[src/rtl/dmem_port_arbiter.sv]
// dmem_port_arbiter
// Shares the single-port data BRAM between the core load/store path and the
// read-only inspection port. One access is in flight at a time. The BRAM read
// latency is absorbed in WAIT, and the requester that issued the access gets a
// one-cycle acknowledge together with registered read data.
//
// state   | meaning
// --------+----------------------------------------------------------------
// S_IDLE  | no access in flight; arbitrate and latch the winner's request
// S_ISSUE | drive the BRAM enable/write-enable with the latched address/data
// S_WAIT  | count down the BRAM read latency, then capture the read data
// S_RESP  | pulse the winner's acknowledge; requests are not sampled here
module dmem_port_arbiter #(
    parameter int ADDR_W   = 10,
    parameter int DATA_W   = 32,
    parameter int READ_LAT = 1
) (
    input  logic              i_clk,
    input  logic              i_rst,
    input  logic              i_cpu_req,
    input  logic              i_cpu_we,
    input  logic [31:0]       i_cpu_addr,
    input  logic [DATA_W-1:0] i_cpu_wdata,
    output logic [DATA_W-1:0] o_cpu_rdata,
    output logic              o_cpu_ack,
    output logic              o_cpu_stall,
    input  logic              i_dbg_req,
    input  logic [ADDR_W-1:0] i_dbg_addr,
    output logic [DATA_W-1:0] o_dbg_rdata,
    output logic              o_dbg_ack,
    output logic              o_mem_en,
    output logic              o_mem_we,
    output logic [ADDR_W-1:0] o_mem_addr,
    output logic [DATA_W-1:0] o_mem_wdata,
    input  logic [DATA_W-1:0] i_mem_rdata
);

    localparam int CNT_W = (READ_LAT > 1) ? $clog2(READ_LAT) : 1;

    typedef enum logic [1:0] {
        S_IDLE  = 2'd0,
        S_ISSUE = 2'd1,
        S_WAIT  = 2'd2,
        S_RESP  = 2'd3
    } state_t;

    state_t              r_state;
    state_t              w_state_nxt;
    logic [CNT_W-1:0]    r_lat_cnt;
    logic                r_win_dbg;
    logic                r_prio_dbg;
    logic                r_we;
    logic [ADDR_W-1:0]   r_addr;
    logic [DATA_W-1:0]   r_wdata;
    logic [DATA_W-1:0]   r_cpu_rdata;
    logic [DATA_W-1:0]   r_dbg_rdata;

    logic                w_latch;
    logic                w_grant_dbg;
    logic                w_cnt_load;
    logic                w_cnt_dec;
    logic                w_capture;
    logic                w_unused;

    // Byte offset and address bits above the BRAM range are ignored (word access).
    assign w_unused = ^{i_cpu_addr[31:ADDR_W+2], i_cpu_addr[1:0]};

    // State register.
    always_ff @(posedge i_clk) begin
        if (i_rst) begin
            r_state <= S_IDLE;
        end else begin
            r_state <= w_state_nxt;
        end
    end

    // Next-state, arbitration and BRAM/ack strobes decoded from the current state.
    always_comb begin
        w_state_nxt = r_state;
        w_latch     = 1'b0;
        w_grant_dbg = 1'b0;
        w_cnt_load  = 1'b0;
        w_cnt_dec   = 1'b0;
        w_capture   = 1'b0;
        o_mem_en    = 1'b0;
        o_mem_we    = 1'b0;
        o_cpu_ack   = 1'b0;
        o_dbg_ack   = 1'b0;
        case (r_state)
            S_IDLE: begin
                if (i_cpu_req || i_dbg_req) begin
                    w_latch     = 1'b1;
                    // Under contention the side that was not granted last wins.
                    w_grant_dbg = i_dbg_req && (!i_cpu_req || r_prio_dbg);
                    w_state_nxt = S_ISSUE;
                end
            end
            S_ISSUE: begin
                o_mem_en = 1'b1;
                o_mem_we = r_we;
                if (r_we) begin
                    w_state_nxt = S_RESP;
                end else begin
                    w_cnt_load  = 1'b1;
                    w_state_nxt = S_WAIT;
                end
            end
            S_WAIT: begin
                if (r_lat_cnt == '0) begin
                    w_capture   = 1'b1;
                    w_state_nxt = S_RESP;
                end else begin
                    w_cnt_dec = 1'b1;
                end
            end
            S_RESP: begin
                o_cpu_ack   = !r_win_dbg;
                o_dbg_ack   = r_win_dbg;
                w_state_nxt = S_IDLE;
            end
            default: begin
                w_state_nxt = S_IDLE;
            end
        endcase
    end

    // Request latch, round-robin pointer, latency counter and read-data capture.
    always_ff @(posedge i_clk) begin
        if (i_rst) begin
            r_lat_cnt   <= '0;
            r_win_dbg   <= 1'b0;
            r_prio_dbg  <= 1'b0;
            r_we        <= 1'b0;
            r_addr      <= '0;
            r_wdata     <= '0;
            r_cpu_rdata <= '0;
            r_dbg_rdata <= '0;
        end else begin
            if (w_latch) begin
                r_win_dbg  <= w_grant_dbg;
                r_prio_dbg <= !w_grant_dbg;
                r_addr     <= w_grant_dbg ? i_dbg_addr : i_cpu_addr[ADDR_W+1:2];
                r_we       <= !w_grant_dbg && i_cpu_we;
                r_wdata    <= w_grant_dbg ? '0 : i_cpu_wdata;
            end
            if (w_cnt_load) begin
                r_lat_cnt <= CNT_W'(READ_LAT - 1);
            end else if (w_cnt_dec) begin
                r_lat_cnt <= r_lat_cnt - CNT_W'(1);
            end
            if (w_capture) begin
                if (r_win_dbg) begin
                    r_dbg_rdata <= i_mem_rdata;
                end else begin
                    r_cpu_rdata <= i_mem_rdata;
                end
            end
        end
    end

    assign o_mem_addr  = r_addr;
    assign o_mem_wdata = r_wdata;
    assign o_cpu_rdata = r_cpu_rdata;
    assign o_dbg_rdata = r_dbg_rdata;
    assign o_cpu_stall = i_cpu_req & ~o_cpu_ack;

endmodule

[config.mk]
export PLATFORM = sky130hd
export DESIGN_NAME = dmem_port_arbiter
export DESIGN_NICKNAME = d
export VERILOG_FILES = /design/src/rtl/dmem_port_arbiter.sv
export SDC_FILE = /design/constraint.sdc
export NUM_CORES = 1
export LEC_CHECK = 0
export BUFFER_PORTS_ARGS = -buffer_cell sky130_fd_sc_hd__buf_2
export CAP_MARGIN = 20
export CORE_MARGIN = 2
export CORE_UTILIZATION = 30
export CTS_CLUSTER_DIAMETER = 100
export DETAILED_ROUTE_END_ITERATION = 12
export MAX_ROUTING_LAYER = met4
export PLACE_DENSITY = 0.6
export SYNTH_ARGS = -nofsm -noshare
export SYNTH_HDL_FRONTEND = slang
export SYNTH_SLANG_ARGS = --single-unit
export TNS_END_PERCENT = 100
[constraint.sdc]
create_clock -name i_clk -period 2.4 [get_ports i_clk]
set_clock_uncertainty 0.2 [all_clocks]
set_input_delay 0.12 -clock i_clk [delete_from_list [all_inputs] [get_ports i_clk]]
set_output_delay 0.12 -clock i_clk [all_outputs]
set_load 0.01 [all_outputs]
==> reports/metrics.json <==
{
  "run_status": {
    "outcome": "complete, no violations"
  },
  "clocking": {
    "cts.root.buffer_cell": "sky130_fd_sc_hd__clkbuf_16",
    "post-cts-setup-buffers": 0,
    "worst_setup_hold_path_clk_slew_ns": 0.07,
    "numCtsBuffers": 9,
    "clk_latency_ns": 0.35,
    "clock_path_buffers": 2,
    "tritoncts_clock_tree": "built",
    "clock_tree.htree_level_count": 3,
    "clock_sinks": 112
  },
  "yosys": {
    "number_of_enable_flip_flop_cells_after_synthesis": 0,
    "postSynth.asyncResetShare": 0,
    "synthesis.instances": 489,
    "syn-num-nets": 604,
    "yosysSeqAreaShare": 0.528,
    "ys_top_cells_by_area": "sky130_fd_sc_hd__dfxtp_1 53%, sky130_fd_sc_hd__nand2_1 12%, sky130_fd_sc_hd__a21oi_1 7.7%",
    "post_synth_num_cell_types": 35,
    "ys_dominant_reg_cell": "sky130_fd_sc_hd__dfxtp_1",
    "synth_area_per_inst_um2": 8.68,
    "synth.top_cell.area_share": 0.528,
    "synthTopCellsByCount": "132 x sky130_fd_sc_hd__nand2_1, 112 x sky130_fd_sc_hd__dfxtp_1, 65 x sky130_fd_sc_hd__a21oi_1",
    "synth.cell_area_mm2": 0.00424,
    "yosys.cell_count.top_type": "sky130_fd_sc_hd__nand2_1",
    "synth_seq_cells": 112,
    "synth_warnings": 0,
    "synth_area_leader_cell": "sky130_fd_sc_hd__dfxtp_1"
  },
  "layout": {
    "area_growth_syn_to_layout_pct": 53.6,
    "antennaDiodeCount": 0,
    "final_layout_size_suffix_gt1_frac": 0.310,
    "fill_cells": 1288,
    "design.final.nets": 872,
    "finished_cell_area_mm2": 0.00652
  },
  "die": {
    "boundaryPins": 222,
    "rows": 43,
    "die-area_mm2": 0.0151,
    "die-width_um": 123,
    "starting_density_of_the_core": 0.307,
    "design.core.area_mm2": 0.0138,
    "fp.dieH_um": 123
  },
  "grt": {
    "grt_util_all_layers": 0.185,
    "vias_in_the_first_global_route": 4356,
    "grt_pass1_wl_um": 21200,
    "gr-total-overflow": 0,
    "grt_max_degree": 54,
    "number_of_antenna_violations_at_the_first_check_in_global_routing": 0
  },
  "placement": {
    "placement.io_buffers": 199,
    "placedInstanceArea_mm2": 0.00530,
    "hpwlAfterDp_um": 8560,
    "global_placement_routability_congestion": 0.817
  },
  "sta": {
    "tightestPinTransition_ns": 0.482,
    "clock.fmax_mhz": 444,
    "endpoints_failing_setup": 0,
    "max_slew_margin": 0.679,
    "period_minus_slack_ns": 2.25,
    "grt_setup_unrepaired": "false",
    "crit_share_post_route": 0.937,
    "report.final.hold_viol_count": 0,
    "final-max-slew-violation-count": 0,
    "tns_ns": 0
  },
  "power": {
    "p_leak_uw": 0.00287,
    "power_density_mw_per_mm2": 839,
    "worst_ir_drop_vdd_mv": 0.387
  },
  "route": {
    "initialDrtViolationCount": 302,
    "ant_nets": 0,
    "detail_route.wl_per_cell_um": 14.8,
    "wl_um": 14000,
    "vias": 4590,
    "drc": 0,
    "drt-vias-per-instance": 4.87,
    "drt-pass1-iter-count": 7
  },
  "worst_setup_path": {
    "crit_chain": "inv_1, ha_2, and3b_2, buf_6, nand2_1, a21oi_1, dlygate4sd3_1",
    "path_max_fanout": 32,
    "cp.buffers_inverters": 3,
    "start_kind": "register",
    "worstPathArrival_ns": 2.34,
    "crit_path_class": "reg2reg",
    "critical-path-top-delay-family": "buffers and inverters",
    "setup.worst_path.end_class": "register",
    "cp_slowest_stage_delay_ns": 0.56,
    "timing.critical_path.slowest_stage_cell": "sky130_fd_sc_hd__dlygate4sd3_1",
    "rr_worst_depth": 7,
    "crit_required_ns": 2.49,
    "rr_startpoint": "r_state[0]",
    "worst-r2r-setup-slack_ns": 0.15,
    "worstReg2RegEnd": "o_dbg_rdata[28]"
  },
  "hold_path": {
    "hold_path_startpoint": "i_cpu_req",
    "min_delay_path_depth": 4,
    "worst_hold_path.endpoint": "r_we",
    "worst_hold_path_type": "in2reg"
  },
  "run": {
    "max-cap-violations": 0
  }
}
==> placed cells by master (no fill, tap or decap), types with 6 or more instances in the layout <==
| cell | Yosys | final |
|---|---|---|
| sky130_fd_sc_hd__buf_2 | 17 | 198 |
| sky130_fd_sc_hd__nand2_1 | 132 | 132 |
| sky130_fd_sc_hd__dfxtp_1 | 112 | 112 |
| sky130_fd_sc_hd__dlygate4sd3_1 | 0 | 90 |
| sky130_fd_sc_hd__a21oi_1 | 65 | 65 |
| sky130_fd_sc_hd__nor2_1 | 36 | 36 |
| sky130_fd_sc_hd__a32oi_1 | 33 | 33 |
| sky130_fd_sc_hd__o2111ai_1 | 9 | 9 |
| sky130_fd_sc_hd__nand3_1 | 9 | 9 |
| sky130_fd_sc_hd__a31oi_1 | 9 | 9 |
| sky130_fd_sc_hd__clkbuf_16 | 0 | 9 |
| sky130_fd_sc_hd__buf_4 | 1 | 9 |
| sky130_fd_sc_hd__inv_1 | 6 | 6 |
| sky130_fd_sc_hd__nand2_2 | 6 | 6 |
==> cells by family (layout without fill, tap and decap cells) <==
| group | after synthesis | count (layout) | synth area share |
|---|---|---|---|
| buf+inv | 50 | 323 | 0.0687 |
| simple gates | 196 | 196 | 0.192 |
| compound gates | 126 | 126 | 0.197 |
| flops | 112 | 112 | 0.528 |
| mux | 1 | 1 | 0.00236 |
| fa+ha+maj | 4 | 4 | 0.0118 |
==> cell type report <==
| type | count | area [um^2] | share of cell area |
|---|---|---|---|
| sequential | 112 | 2240 | 0.344 |
| timing repair buffer | 301 | 2020 | 0.310 |
| multi-input combinational | 327 | 1720 | 0.264 |
| clock buffer | 13 | 270 | 0.0415 |
| tap | 180 | 225 | 0.0346 |
| inverter | 6 | 22.5 | 0.00346 |
| clock inverter | 3 | 15.0 | 0.00230 |
==> timing repair <==
item / in CTS / in global routing
setup endpoints to repair: 0 / 3
hold endpoints to repair: 109 / 0
gates resized for setup: 0 / 3
hold buffers: 90 / 0
==> per-stage QoR <==
stage                     utilization  total power, uW  instances  hold WS, ns  worst slack [ns]
final                           0.471             5470        942       0.0305             0.150
after floorplan                     -             3340        489       0.0533             0.678
after global routing            0.471             5800        942       0.0222           0.00343
after detailed placement        0.383             3890        835        0.178             0.332
after CTS                       0.469             5470        941       0.0476            0.0240
after global placement          0.383             3840        835        0.171             0.463
==> sequential cells by signal, summed over array words and instances (netlist names) <==
| name | cells |
|---|---|
| o_mem_wdata | 32 |
| r_we | 1 |
| o_mem_addr | 10 |
| o_dbg_rdata | 32 |
| r_state | 2 |
| r_prio_dbg | 1 |
| o_cpu_rdata | 32 |
| r_win_dbg | 1 |
| r_lat_cnt | 1 |
==> power breakdown <==
group / leakage, uW / internal, uW / switching [uW] / total [uW]
Clock: 0.000145 / 786 / 659 / 1450
Combinational: 0.00181 / 701 / 974 / 1670
Sequential: 0.000911 / 2150 / 193 / 2350
==> layer usage <==
layer	vias up	GRT usage	routed length [um]
met1	2116	0.210	5860
met2	212	0.311	6770
met3	43	0.0383	942
li1	2219	-	-
met4	0	0.0869	387
met5	-	-	0
==> worst max-delay path by stage <==
stage	startpoint	to	slack [ns]	cells after the start
2_1_floorplan	r_state[0]	o_mem_wdata[10]	0.68	7
3_3_place_gp	r_state[0]	o_mem_addr[3]	0.46	6
3_5_place_dp	r_state[0]	o_mem_wdata[27]	0.33	6
4_1_cts	r_state[0]	o_dbg_rdata[26]	0.02	7
5_1_grt	r_state[0]	o_dbg_rdata[28]	0.003	7
6_report	r_state[0]	o_dbg_rdata[28]	0.15	7
==> worst min-delay path: cells and delay by family <==
family / cells / cell delay (ns)
buf+inv: 1 / 0.13
compound gates: 2 / 0.23
simple gates: 1 / 0.05
Note: power is estimated with default switching activity, not from simulation.
